<file path="config.mk">
export PLATFORM = sky130hd
export DESIGN_NAME = issue_rat_freelist_alloc_arbiter
export DESIGN_NICKNAME = d
export VERILOG_FILES = /design/src/rtl/issue_rat_freelist_alloc_arbiter.sv
export SDC_FILE = /design/constraint.sdc
export NUM_CORES = 1
export LEC_CHECK = 0
export CORE_ASPECT_RATIO = 1.1
export CORE_MARGIN = 4
export CORE_UTILIZATION = 45
export CTS_BUF_LIST = sky130_fd_sc_hd__clkbuf_16
export DETAILED_ROUTE_END_ITERATION = 16
export GPL_ROUTABILITY_DRIVEN = 0
export PLACE_DENSITY = 0.79
export SETUP_SLACK_MARGIN = 0.4
export SLEW_MARGIN = 20
export SYNTH_ARGS = -nofsm -noshare
export SYNTH_HDL_FRONTEND = slang
export SYNTH_SLANG_ARGS = --single-unit
export TNS_END_PERCENT = 100
</file>
<file path="constraint.sdc">
create_clock -name clk -period 4 [get_ports clk]
set_clock_uncertainty 0.2 [all_clocks]
set_input_delay 0.8 -clock clk [delete_from_list [all_inputs] [get_ports clk]]
set_output_delay 0.8 -clock clk [all_outputs]
set_load 0.01 [all_outputs]
</file>
<file path="src/rtl/issue_rat_freelist_alloc_arbiter.sv">
// Prefetches free PRF indices from the RAT free-list into a small circular buffer,
// hands them out round-robin to rename lanes, and returns unused entries on flush.
module issue_rat_freelist_alloc_arbiter #(
    parameter int PRF_WIDTH = 6,
    parameter int REQ_COUNT = 2,
    parameter int BUF_DEPTH = 2
) (
    input  logic                 clk,
    input  logic                 resetn,
    input  logic [REQ_COUNT-1:0] i_req_valid,
    output logic [REQ_COUNT-1:0] o_alloc_valid,
    output logic [PRF_WIDTH-1:0] o_alloc_prf,
    input  logic [PRF_WIDTH-1:0] i_fifo_prf,
    input  logic                 i_fifo_valid,
    output logic                 o_fifo_ready,
    output logic [PRF_WIDTH-1:0] o_return_prf,
    output logic                 o_return_valid,
    input  logic                 i_return_ready,
    input  logic                 i_flush,
    output logic                 o_busy
);

    localparam int PTR_W = $clog2(BUF_DEPTH);
    localparam int CNT_W = $clog2(BUF_DEPTH + 1);
    localparam int RR_W  = $clog2(REQ_COUNT);
    localparam logic [CNT_W-1:0] FULL = CNT_W'(BUF_DEPTH);

    typedef enum logic {RUN = 1'b0, DRAIN = 1'b1} state_t;

    state_t                 state, state_next;
    logic [PRF_WIDTH-1:0]   entries [BUF_DEPTH];
    logic [PTR_W-1:0]       head, tail;
    logic [CNT_W-1:0]       count;
    logic [RR_W-1:0]        rr_last, winner;
    logic                   found, grant, push, pop, not_empty;
    logic [PRF_WIDTH-1:0]   head_prf;

    assign not_empty = (count != '0);

    // Head reads as zero whenever nothing valid is buffered or reset is held.
    assign head_prf      = (resetn && not_empty) ? entries[head] : '0;
    assign o_alloc_prf   = head_prf;
    assign o_return_prf  = head_prf;

    assign push = o_fifo_ready && i_fifo_valid;
    assign pop  = grant || (o_return_valid && i_return_ready);

    always_comb begin
        int              idx;
        logic [RR_W-1:0] idx_v;
        found = 1'b0;
        winner = rr_last;
        idx = 0;
        idx_v = '0;
        for (int i = 1; i <= REQ_COUNT; i++) begin
            idx = (int'(rr_last) + i) % REQ_COUNT;
            idx_v = RR_W'(idx);
            if (!found && i_req_valid[idx_v]) begin
                found = 1'b1;
                winner = idx_v;
            end
        end
    end

    always_ff @(posedge clk) begin
        if (!resetn) state <= RUN;
        else         state <= state_next;
    end

    always_comb begin
        state_next = state;
        case (state)
            RUN:     if (i_flush && not_empty) state_next = DRAIN;
            DRAIN:   if (i_return_ready && count == CNT_W'(1)) state_next = RUN;
            default: state_next = RUN;
        endcase
    end

    always_comb begin
        o_fifo_ready   = 1'b0;
        o_return_valid = 1'b0;
        o_busy         = 1'b0;
        o_alloc_valid  = '0;
        grant          = 1'b0;
        if (resetn) begin
            case (state)
                RUN: begin
                    o_fifo_ready = !i_flush && (count != FULL);
                    grant        = !i_flush && not_empty && found;
                    if (grant) o_alloc_valid[winner] = 1'b1;
                end
                DRAIN: begin
                    o_return_valid = 1'b1;
                    o_busy         = 1'b1;
                end
                default: ;
            endcase
        end
    end

    always_ff @(posedge clk) begin
        if (!resetn) begin
            head    <= '0;
            tail    <= '0;
            count   <= '0;
            rr_last <= RR_W'(REQ_COUNT - 1);
        end else begin
            if (push) tail <= tail + 1'b1;
            if (pop)  head <= head + 1'b1;
            if (push && !pop)      count <= count + 1'b1;
            else if (!push && pop) count <= count - 1'b1;
            if (grant) rr_last <= winner;
        end
    end

    // Storage carries no reset; count gates every read of it.
    always_ff @(posedge clk) begin
        if (push) entries[tail] <= i_fifo_prf;
    end

endmodule

</file>
After elaboration in Yosys (flattened, before gate mapping)
Memories as Yosys holds them, arrays and structs flattened. A register that Yosys moved wholly into a read port is not among the register bits.
Cells that the tools add are included.
{"block": "classes", "order_cmp": 4, "n_div": 0, "n_reduce_logical": 19, "n_shift": 0, "muxes": 29, "n_bitwise": 1, "multipliers": 0, "eq_ne": 2, "n_addsub": 6}
{"op": "$mux W1", "n": 21}
{"op": "$logic_and A1 B1 Y1", "n": 12}
{"op": "$mux W2", "n": 5}
{"op": "$lt A1 B2 Y1 const B", "n": 3}
{"op": "$mux W6", "n": 1}
{"op": "$add A1 B1 Y1 const B", "n": 4}
{"op": "$logic_not A1 Y1", "n": 4}
{"op": "$reduce_bool A2 Y1", "n": 2}
{"op": "$add A2 B1 Y2 const B", "n": 1}
{"op": "$eq A2 B1 Y1 const B", "n": 1}
{"op": "$ne A2 B2 Y1 const B", "n": 1}
{"op": "$pmux W1 S2", "n": 1}
{"op": "$sub A2 B1 Y2 const B", "n": 1}
{"op": "$demux W1 S1", "n": 1}
{"op": "$ge A1 B1 Y1 const B", "n": 1}
{"op": "$logic_or A1 B1 Y1", "n": 1}
{"op": "$not A1 Y1", "n": 1}
{"block": "totals", "mem_count": 1, "regBits": 6, "romBits": 0, "input_bits": 13, "output_inout_bits": 17, "ram_bits": 12, "elab_cells": 67, "latchBits": 0}
{"name": "entries", "words": 2, "width": 6, "read_ports": 1, "rd_ports_with_merged_regs": 1, "wr": 1, "line": "31", "source": "logic [PRF_WIDTH-1:0] entries [BUF_DEPTH];"}

Longest topological paths before layout
{"block": "logic_depth", "ltp_word": 14, "depth_mapped": 9, "depth_no_buf": 9}

Least setup slack after synthesis
OpenSTA, ideal clock, no wires.
{"block": "synth_path", "path_kind": "input to output", "from": "input port resetn", "to": "output port o_return_prf[0]", "required_time_ps": 3000, "n_path_buf": 2, "t_arrival_ps": 1463, "path_stages": 4, "slack_ps": 1537, "cell_sequence": "buf_2 > nand2_1 > nor2_1 > buf_4"}
{"block": "synth_between", "elab_chain_cells": 2}
{"element": "start: declaration", "line": "9", "source": "input logic resetn,"}
{"element": "$logic_and A1 B1 Y1", "line": "41", "source": "assign head_prf = (resetn && not_empty) ? entries[head] : '0;"}
{"element": "$mux W6", "line": "41"}
{"element": "end: declaration", "line": "16", "source": "output logic [PRF_WIDTH-1:0] o_return_prf,"}
No other way between the ends.

Worst setup path in the final report
{"block": "layout_path", "from": "input port i_flush", "to": "output port o_alloc_valid[1]"}
{"block": "layout_between", "elab_chain_cells": 6}
{"element": "start: declaration", "line": "19", "source": "input logic i_flush,"}
{"element": "$logic_not A1 Y1", "line": "89", "source": "grant = !i_flush && not_empty && found;"}
{"element": "$logic_and A1 B1 Y1 (2 in series)", "line": "89"}
{"element": "$mux W2", "line": "90", "source": "if (grant) o_alloc_valid[winner] = 1'b1;"}
{"element": "$mux W2", "line": "86", "source": "case (state)"}
{"element": "$mux W2", "line": "85", "source": "if (resetn) begin"}
{"element": "end: declaration", "line": "11", "source": "output logic [REQ_COUNT-1:0] o_alloc_valid,"}
No other way between the ends.

==> results.sh <==
export IMPL_area_growth_pct=34.1
export IMPL_ys_seq_area_frac=0.512
export IMPL_drc=0
export IMPL_finalCritPeriodShare=0.870
export IMPL_powerDensity_mw_per_mm2=453
export IMPL_wirelength_um=1910
export IMPL_path_delay_family="buffers and inverters"
export IMPL_timing_rr_end="count[1]$_SDFFE_PN0P_"
export IMPL_cts_tree="built"
export IMPL_die_area_sq_mm=0.00298
export IMPL_vias=700
export IMPL_rsz0062_at_grt="no"
export IMPL_worst_slew_pin_slew_ns=0.504
export IMPL_async_flop_share=0
export IMPL_die_h_um=56.9
export IMPL_die_w_um=52.4
export IMPL_leakagePower_uw=0.000513
export IMPL_grt_pass1_vias=688
export IMPL_crit_path_end_kind="output port"
export IMPL_hold_class="flip-flop to flip-flop"
export IMPL_num_io_pins=30
export IMPL_relSlewSlack=0.663
export IMPL_grt_start_max_net_pins=12
export IMPL_hold_end="tail$_SDFFE_PN0N_"
export IMPL_drt_initial_drc_count=16
export IMPL_worst_setup_path_start_kind="input port"
export IMPL_cts_hold_buf=0
export IMPL_finish_utilization=0.642
export IMPL_setup_viol=0
export IMPL_slowest_stage="clkdlybuf4s50_1"
export IMPL_crit_arrival_ns=2.48
export IMPL_dpl_cell_count=135
export IMPL_insertion_delay_ns=0.25
export IMPL_cts_setup_buffers=0
export IMPL_outcome="complete, no violations"
export IMPL_ys_ff_latch=19
export IMPL_path_buf_inv=2
export IMPL_cap_violations=0
export IMPL_grt_pass1_wl_um=3130
export IMPL_start_util=0.479
export IMPL_antenna_found_initial=0
export IMPL_placed_area_sq_mm=0.00123
export IMPL_holdCritStartpoint="tail$_SDFFE_PN0N_"
export IMPL_ctsResizeCount=0
export IMPL_slew_violations=0
export IMPL_ys_types=27
export IMPL_synth_nets=105
export IMPL_diodes=0
export IMPL_grt_overflow_total=0
export IMPL_cts_root_buf="clkbuf_16"
export IMPL_fin_nets=129
export IMPL_synthCells=88
export IMPL_grt_usage=0.143
export IMPL_postRouteAntennaNets=0
export IMPL_synth_edff_count=12
export IMPL_hold_violations=0
export IMPL_placementRows=17
export IMPL_netlist_area_sq_um=977
export IMPL_rr_worst_depth=9
export IMPL_drtPass1Iterations=4
export IMPL_final_min_clock_period_ns=3.48
export IMPL_min_delay_path_depth=2
export IMPL_post_dp_hpwl_um=1480
export IMPL_synthFlopType="edfxtp_1"
export IMPL_clk_pin_slew_ns=0.05
export IMPL_finalPower_uw=593
export IMPL_ir_drop_mv=0.305
export IMPL_cp_max_fo=6
export IMPL_worstPathCellList="clkdlybuf4s50_1 > nor4b_2 > and3_1 > clkdlybuf4s50_1"
export IMPL_crit_top_cell="clkdlybuf4s50_1"
export IMPL_r2r_slack_ns=1.79
export IMPL_fin_setup_tns_ns=0
export IMPL_yosys_warnings=0
export IMPL_slowest_delay_ns=0.55
export IMPL_cts_buffer_depth=2
export IMPL_wire_per_inst_um=13.7
export IMPL_portBuffers=29
export IMPL_max_freq_mhz=287
export IMPL_core_sq_mm=0.00204
export IMPL_routed_via_density=5.04
export IMPL_r2r_start="count[0]$_SDFFE_PN0P_"
export IMPL_cts_htree_levels=1
export IMPL_syn_area_per_cell_sq_um=11.1
export IMPL_final_cell_area_sq_mm=0.00131
export IMPL_drive_gt1_frac=0.0631
export IMPL_fin_cells=139
export IMPL_worst_setup_path_type="input port to output port"
export IMPL_cts_made_buffers=3
export IMPL_cts_num_sinks=19
export IMPL_worst_endpoint_required_ns=3.00
layer usage:
layer / routed length, um / GRT usage / up-vias
met2: 1040 / 0.250 / 19
met5: 0 / 0 / -
met1: 761 / 0.158 / 333
li1: - / - / 346
met3: 79 / 0.0424 / 2
met4: 26 / 0.0547 / 0
cell usage in the layout (no fill, tap or decap), types with 2 or more instances in the layout:
cell type and instances:
and2_1 2, and3_1 3, ha_1 4, o21ai_0 2, clkbuf_16 3, mux2i_1 7
inv_1 6, xor2_1 2, nand4b_1 2, edfxtp_1 12, nor2b_1 2, clkdlybuf4s50_1 28
nor2_1 11, dfxtp_1 7, nand2_1 5, nand3_1 2, a21oi_1 3
cell type report:
type,instances,area (sq um)
fill,166,732
sequential,19,500
multi-input combinational,54,384
timing repair buffer,29,293
clock buffer,3,75.1
tap,28,35.0
inverter,5,18.8
clock inverter,1,3.75
where the power goes:
part | switching, uW | total (uW) | internal, uW
sequential | 21.5 | 248 | 227
combinational | 66.2 | 144 | 77.8
clock | 68.1 | 201 | 133
sequential cells by signal (all words and copies together), names as in the netlist, named ones only:
| signal | flops |
|---|---|
| head | 1 |
| entries | 12 |
| state | 1 |
| tail | 1 |
| rr_last | 1 |
| count | 2 |
synthesized netlist by cell type (all sizes together), types with 3 or more instances:
master | instances | area, sq um
ha | 4 | 50.1
edfxtp | 12 | 360
dfxtp | 7 | 140
buf | 10 | 73.8
inv | 5 | 18.8
mux2i | 7 | 70.1
nor2 | 11 | 41.3
a21oi | 3 | 15.0
nand2 | 6 | 25.0
and3 | 4 | 26.3
cell families (layout without fill, tap and decap cells):
kind of cell    after synthesis  in the layout  synth area share
fa+ha+maj                     4              4            0.0512
flops                        19             19             0.512
compound gates                8              8            0.0525
xor+xnor                      2              2            0.0179
mux                           7              7            0.0717
simple gates                 33             33             0.200
buf+inv                      15             38            0.0948
worst max path at each step:
stage / end / depth (start not counted) / slack [ns] / startpoint
finish: o_alloc_valid[1] / 4 / 0.52 / i_flush
global route: o_alloc_valid[0] / 4 / 0.46 / i_flush
global placement: o_alloc_valid[0] / 4 / 0.56 / resetn
CTS: o_alloc_valid[0] / 4 / 0.49 / resetn
detailed placement: o_alloc_valid[0] / 4 / 0.49 / resetn
floorplan: o_return_prf[0] / 4 / 1.54 / resetn
metrics by stage:
step	setup slack (ns)	hold WS [ns]
floorplan	1.54	0.246
global placement	0.564	0.266
detailed placement	0.486	0.303
CTS	0.486	0.310
global route	0.456	0.331
finish	0.519	0.306
worst reg2reg max path, delay by kind of cell (launching register included):
| kind | cells | cell delay (ns) |
|---|---|---|
| AND/OR/NAND/NOR | 4 | 0.70 |
| adder cells (fa/ha/maj) | 2 | 0.62 |
| flip-flops | 1 | 0.36 |
| AO/OA/AOI/OAI | 2 | 0.13 |
| buffers and inverters | 1 | 0.08 |
(Power assumes the default switching activity.)
